===== src/rtl/ps2_key_tracker.sv =====
// Tracks shift / caps-lock / num-lock state from PS/2 make/break events and
// queues non-modifier key presses, each with a modifier snapshot, in a FWFT FIFO.
module ps2_key_tracker #(
  parameter int DEPTH           = 8,
  parameter int REPEAT_SUPPRESS = 1
) (
  input  logic                     clk,
  input  logic                     rst,
  input  logic                     key_down,
  input  logic                     key_up,
  input  logic [7:0]               scan_code,
  output logic                     shift,
  output logic                     caps_lock,
  output logic                     num_lock,
  output logic                     out_valid,
  input  logic                     out_ready,
  output logic [7:0]               out_scan_code,
  output logic                     out_shift,
  output logic                     out_caps_lock,
  output logic                     out_num_lock,
  output logic [$clog2(DEPTH):0]   count,
  output logic                     overflow
);

  localparam int PTR_W = $clog2(DEPTH);
  localparam int CNT_W = PTR_W + 1;
  localparam logic [CNT_W-1:0] DEPTH_C = CNT_W'(DEPTH);

  localparam logic [7:0] CODE_LSHIFT = 8'h12;
  localparam logic [7:0] CODE_RSHIFT = 8'h59;
  localparam logic [7:0] CODE_CAPS   = 8'h58;
  localparam logic [7:0] CODE_NUM    = 8'h77;

  logic             lshift_held, rshift_held, caps_held, num_held;
  logic [7:0]       held_code;
  logic [PTR_W-1:0] wr_ptr, rd_ptr;
  logic [10:0]      mem [DEPTH];

  logic ev_valid, ev_down, ev_up, is_mod, press, repeat_hit;
  logic push_req, pop, full, push;
  logic [10:0] entry, head;

  // Both pulses in one cycle are treated as a release only.
  assign ev_valid   = (scan_code != 8'h00);
  assign ev_up      = key_up & ev_valid;
  assign ev_down    = key_down & ~key_up & ev_valid;
  assign is_mod     = (scan_code == CODE_LSHIFT) || (scan_code == CODE_RSHIFT) ||
                      (scan_code == CODE_CAPS)   || (scan_code == CODE_NUM);
  assign press      = ev_down & ~is_mod;
  assign repeat_hit = (REPEAT_SUPPRESS != 0) && (scan_code == held_code);
  assign push_req   = press & ~repeat_hit;

  assign shift     = lshift_held | rshift_held;
  assign out_valid = (count != '0);
  assign pop       = out_valid & out_ready;
  assign full      = (count == DEPTH_C);
  assign push      = push_req & (~full | pop);
  assign entry     = {scan_code, shift, caps_lock, num_lock};

  assign head          = mem[rd_ptr];
  assign out_scan_code = head[10:3];
  assign out_shift     = head[2];
  assign out_caps_lock = head[1];
  assign out_num_lock  = head[0];

  // Storage needs no reset: entries are only visible once count covers them.
  always_ff @(posedge clk) begin
    if (push) mem[wr_ptr] <= entry;
  end

  always_ff @(posedge clk or negedge rst) begin
    if (!rst) begin
      lshift_held <= 1'b0;
      rshift_held <= 1'b0;
      caps_held   <= 1'b0;
      num_held    <= 1'b0;
      caps_lock   <= 1'b0;
      num_lock    <= 1'b0;
      held_code   <= 8'h00;
      wr_ptr      <= '0;
      rd_ptr      <= '0;
      count       <= '0;
      overflow    <= 1'b0;
    end else begin
      overflow <= push_req & full & ~pop;

      if (ev_down) begin
        case (scan_code)
          CODE_LSHIFT: lshift_held <= 1'b1;
          CODE_RSHIFT: rshift_held <= 1'b1;
          CODE_CAPS: begin
            if (!caps_held) caps_lock <= ~caps_lock;
            caps_held <= 1'b1;
          end
          CODE_NUM: begin
            if (!num_held) num_lock <= ~num_lock;
            num_held <= 1'b1;
          end
          default: if (push_req) held_code <= scan_code;
        endcase
      end

      if (ev_up) begin
        case (scan_code)
          CODE_LSHIFT: lshift_held <= 1'b0;
          CODE_RSHIFT: rshift_held <= 1'b0;
          CODE_CAPS:   caps_held   <= 1'b0;
          CODE_NUM:    num_held    <= 1'b0;
          default:     if (scan_code == held_code) held_code <= 8'h00;
        endcase
      end

      if (push) wr_ptr <= wr_ptr + PTR_W'(1);
      if (pop)  rd_ptr <= rd_ptr + PTR_W'(1);

      case ({push, pop})
        2'b10:   count <= count + CNT_W'(1);
        2'b01:   count <= count - CNT_W'(1);
        default: count <= count;
      endcase
    end
  end

endmodule


===== config.mk =====
export PLATFORM = sky130hd
export DESIGN_NAME = ps2_key_tracker
export DESIGN_NICKNAME = d
export VERILOG_FILES = /design/src/rtl/ps2_key_tracker.sv
export SDC_FILE = /design/constraint.sdc
export NUM_CORES = 1
export LEC_CHECK = 0
export CAP_MARGIN = 10
export CORE_UTILIZATION = 26
export CTS_CLUSTER_DIAMETER = 40
export DETAILED_ROUTE_END_ITERATION = 10
export GPL_TIMING_DRIVEN = 0
export HOLD_SLACK_MARGIN = 0.05
export PLACE_DENSITY_LB_ADDON = 0.08
export SLEW_MARGIN = 0
export SYNTH_ARGS = -nofsm -noshare
export SYNTH_HDL_FRONTEND = slang
export SYNTH_SLANG_ARGS = --single-unit

===== constraint.sdc =====
create_clock -name clk -period 7.15 [get_ports clk]
set_input_delay 0.715 -clock clk [delete_from_list [all_inputs] [get_ports clk]]
set_output_delay 0.715 -clock clk [all_outputs]
set_load 0.02 [all_outputs]

==> Implementation_results.wiki <==
{| class="wikitable"
! Metric !! Value
|-
| TritonCTS clock tree || built
|-
| Number of synthesized register bits || 113
|-
| Hold Path Depth || 1
|-
| Count of warnings emitted by yosys || 0
|-
| Standard-cell rows || 49
|-
| WP depth || 5
|-
| Number of top-level pins || 33
|-
| Total vias in the final route || 2550
|-
| Average cell area after synthesis || 17.6 um2
|-
| Leakage power figure || 2.14 nW
|-
| Critical path capture point type || output pin
|-
| Slew at the pin closest to its max-slew limit || 0.973 ns
|-
| Share of cells above drive strength 1 || 29.3%
|-
| Number of detailed-route iterations in the first pass || 4
|-
| Worst reg-to-reg path cell count || 8
|-
| Total area of multi-input combinational cells || 1470 um2
|-
| Number of vias per cell after detailed routing || ~4.4
|-
| Global route overflow || 0
|-
| Total clock buffers created by CTS || 17
|-
| Power share of the combinational group || 29.9%
|-
| Top FF cell, synth || sky130_fd_sc_hd__edfxtp_1
|-
| Sequential area share after synthesis || between 60 and 70%
|-
| Drt first-iter violations || 135
|-
| Final estimated routing congestion in global placement || 0.717
|-
| Net Switching || 0.678 mW
|-
| Max Clock Skew || between 0.01 and 0.015 ns
|-
| Number of buffers inserted by hold repair at cts || 0
|-
| Final Hold Violating Endpoints || 0
|-
| Die height || 137 um
|-
| Biggest area consumer among synthesized cells || sky130_fd_sc_hd__edfxtp_1
|-
| Area of all placed cells without fillers || 6140 um2
|-
| Area fraction of the dominant cell type after synthesis || 55.4%
|-
| Clk pin slew, worst setup/hold paths || 0.05 ns
|-
| Max frequency || 0.272 GHz
|-
| Clock insertion delay at the later pin of the skew report || just over 0.4 ns
|-
| Antenna cell count || 0
|-
| HP Class || flip-flop to flip-flop
|-
| Vias in the first global route || 2756
|-
| Starting Density || 26.5%
|-
| Part of the total power dissipated in sequential elements || 35.4%
|-
| Port-buffer cells || 32
|-
| Remaining antenna violation count after routing || 0
|-
| Maximum number of pins on one net before global-route repair || 17
|-
| Power density normalized to cell area || 388 nW/um2
|-
| Series of cell instances along the critical path || clkbuf_1 -> buf_2 -> mux4_2 -> mux2_2 -> clkdlybuf4s50_1
|-
| Mapped Cells || 271
|-
| Area Growth Syn to Fin || 28.7%
|-
| Cell types with the largest area share after synthesis || sky130_fd_sc_hd__edfxtp_1 (55%), sky130_fd_sc_hd__dfrtp_1 (13%), sky130_fd_sc_hd__mux4_2 (10%)
|-
| PostCTS Resize Cnt || 0
|-
| Cell at the root of the clock tree || sky130_fd_sc_hd__clkbuf_16
|-
| DRT Wirelength || 10700 um
|-
| Run status || completed
|-
| Relative slew margins || 34.7%
|-
| Count of flip-flops with a built-in enable after synthesis || 88
|-
| Min Clock Period, post-route || 3.67 ns
|-
| Net total in the final layout || 351
|-
| Distinct cells, synth || 47
|-
| DRC violations left || 0
|-
| Dpl hpwl || 7460 um
|-
| Sink Count || 113
|-
| Register cell area after layout || ~3300 um2
|-
| Wire length of the first global-routing pass || 16600 um
|-
| Part of the power in the clock network || 34.7%
|-
| Instance area at placement || around 5500 um2
|-
| Number of setup buffers added after CTS || 0
|-
| Largest vdd supply drop || 0.000211 V
|-
| Setup TNS after final layout || 0 ns
|-
| Number of buffers between clock root and the deepest sink || 2
|-
| Top Family by Delay on Critical Path || buffers and inverters
|-
| Die boundary width || 137 um
|-
| Total standard cell area after synthesis || between 4000 and 5000 um2
|-
| Fraction of registers with async set/reset || 22.1%
|-
| Kind of critical path || flip-flop to output pin
|-
| Number of fill cells in the layout || between 1500 and 2000
|-
| Final setup viols || 0
|-
| Syn Nets || about 290
|-
| Buffer and inverter count on the worst path || 3
|-
| Average wire per cell in the routed design || 18.5 um
|-
| Worst-case register-to-register setup slack || 4.63 ns
|-
| Setup crit start kind || flip-flop
|-
| Overall die area || 18900 um2
|-
| Max capacitance violation total || 0
|-
| Data arrival time of the critical path || 2.96 ns
|-
| Internal power || 1.70 mW
|-
| Largest stage delay on the critical path || roughly 0.56 ns
|-
| Max-slew violations || 0
|-
| Required time of the worst setup path || between 6 and 7 ns
|-
| H-tree levels || 4
|-
| Critical Path Fanout Max || 10
|-
| Floorplan core area || 18000 um2
|-
| Slowest CP cell || sky130_fd_sc_hd__mux4_2
|-
| Setup repair after global routing missed its margin || false
|-
| Period Utilization, post-route || 51.3%
|-
| Sw frac || 28.5%
|-
| GRT Total Usage || between 10% and 20%
|-
| Initial antenna violation count || 0
|}
## flip-flops by register name, indices dropped and copies added, names as in the netlist
| signal | flops |
|---|---|
| caps_lock | 1 |
| num_held | 1 |
| count | 4 |
| held_code | 8 |
| caps_held | 1 |
| rd_ptr | 3 |
| num_lock | 1 |
| rshift_held | 1 |
| lshift_held | 1 |
| overflow | 1 |
| wr_ptr | 3 |
| mem | 88 |
## final timing paths
path | start | endpoint
worst min register to register | num_held | num_held
worst max register to register | held_code[2] | mem[2][9]
worst max-delay path | rd_ptr[0] | out_scan_code[4]
max in group asynchronous | rst | num_held
worst min-delay path | num_held | num_held
min in group asynchronous | rst | count[0]
## cell families after synthesis
| family | count (synthesis) | synth area share, % |
|---|---|---|
| AOI/OAI and AO/OA | 26 | 3.31 |
| and+or+nand+nor | 57 | 8.00 |
| DFF | 113 | 68.5 |
| buffers and inverters | 16 | 1.81 |
| xor gates and xnor gates | 18 | 3.31 |
| muxes | 38 | 14.2 |
| adders and majority gates | 3 | 0.787 |
## power groups by stage
stage | clock network (mW) | logic [mW] | registers, mW
after floorplan | 0 | 0.441 | 0.848
after global placement | 0 | 0.700 | 0.852
after detailed placement | 0 | 0.728 | 0.856
after CTS | 0.847 | 0.734 | 0.844
after global routing | 0.876 | 0.773 | 0.853
final | 0.826 | 0.711 | 0.843
## stage by stage
step	power (mW)	std cells	util, %	hold WS (ns)	setup WS, ns
after global placement	1.55	532	29.9	0.478	1.54
after global routing	2.50	577	34.2	0.541	3.29
final	2.38	577	34.2	0.507	3.48
after floorplan	1.29	271	-	0.419	3.93
after detailed placement	1.58	545	30.9	0.493	3.10
after CTS	2.43	577	34.2	0.506	3.38
## final cells by class
| type | count | area share [%] |
|---|---|---|
| Clock buffer | 26 | 8.30 |
| Multi-Input combinational cell | 142 | 23.9 |
| Timing Repair Buffer | 45 | 7.18 |
| Buffer | 12 | 1.16 |
| Inverter | 4 | 0.245 |
| Tap cell | 229 | 4.67 |
| Sequential cell | 113 | 53.3 |
| Clock inverter | 6 | 1.28 |
## routing by layer
metal	track usage, %	wire length (um)	up-vias
met5	0	0	-
met2	20.5	5090	38
met3	4.05	295	11
li1	-	-	1204
met1	16.2	5170	1297
met4	4.40	139	0
## Yosys cell counts, drive strengths merged, types with 2 or more instances
cell	n
clkbuf	4
nor3	9
nor4b	2
nor4	8
or2	3
nand4	2
xor2	13
nor2	6
dfrtp	25
mux2	13
xnor2	5
nand2	15
mux2i	3
nand3	4
ha	3
mux4	22
a21oi	10
edfxtp	88
inv	4
buf	8
o21ai	9
nand3b	2
## placed cells by master, fill, tap and decap left out, drive strengths merged, types with 3 or more instances in the layout
cell | Yosys | layout
mux4 | 22 | 22
xor2 | 13 | 13
a21oi | 10 | 10
o21ai | 9 | 9
nand3 | 4 | 4
buf | 8 | 21
nor2 | 6 | 6
ha | 3 | 3
inv | 4 | 4
nor4 | 8 | 8
clkbuf | 4 | 30
mux2i | 3 | 3
nand2 | 15 | 15
nor3 | 9 | 9
clkdlybuf4s50 | 0 | 32
or2 | 3 | 3
edfxtp | 88 | 88
dfrtp | 25 | 25
xnor2 | 5 | 5
mux2 | 13 | 13
clkinv | 0 | 4
## worst reg2reg max path, stage by stage (launching register included)
cell,delay [ns]
sky130_fd_sc_hd__dfrtp_1,0.38
sky130_fd_sc_hd__xor2_1,0.17
sky130_fd_sc_hd__nor4_1,0.09
sky130_fd_sc_hd__a21bo_2,0.27
sky130_fd_sc_hd__nor2_8,0.17
sky130_fd_sc_hd__nand2_4,0.16
sky130_fd_sc_hd__nor4_2,0.56
sky130_fd_sc_hd__buf_4,0.27
sky130_fd_sc_hd__buf_4,0.16
No activity file was read; power rests on OpenSTA's default activity.
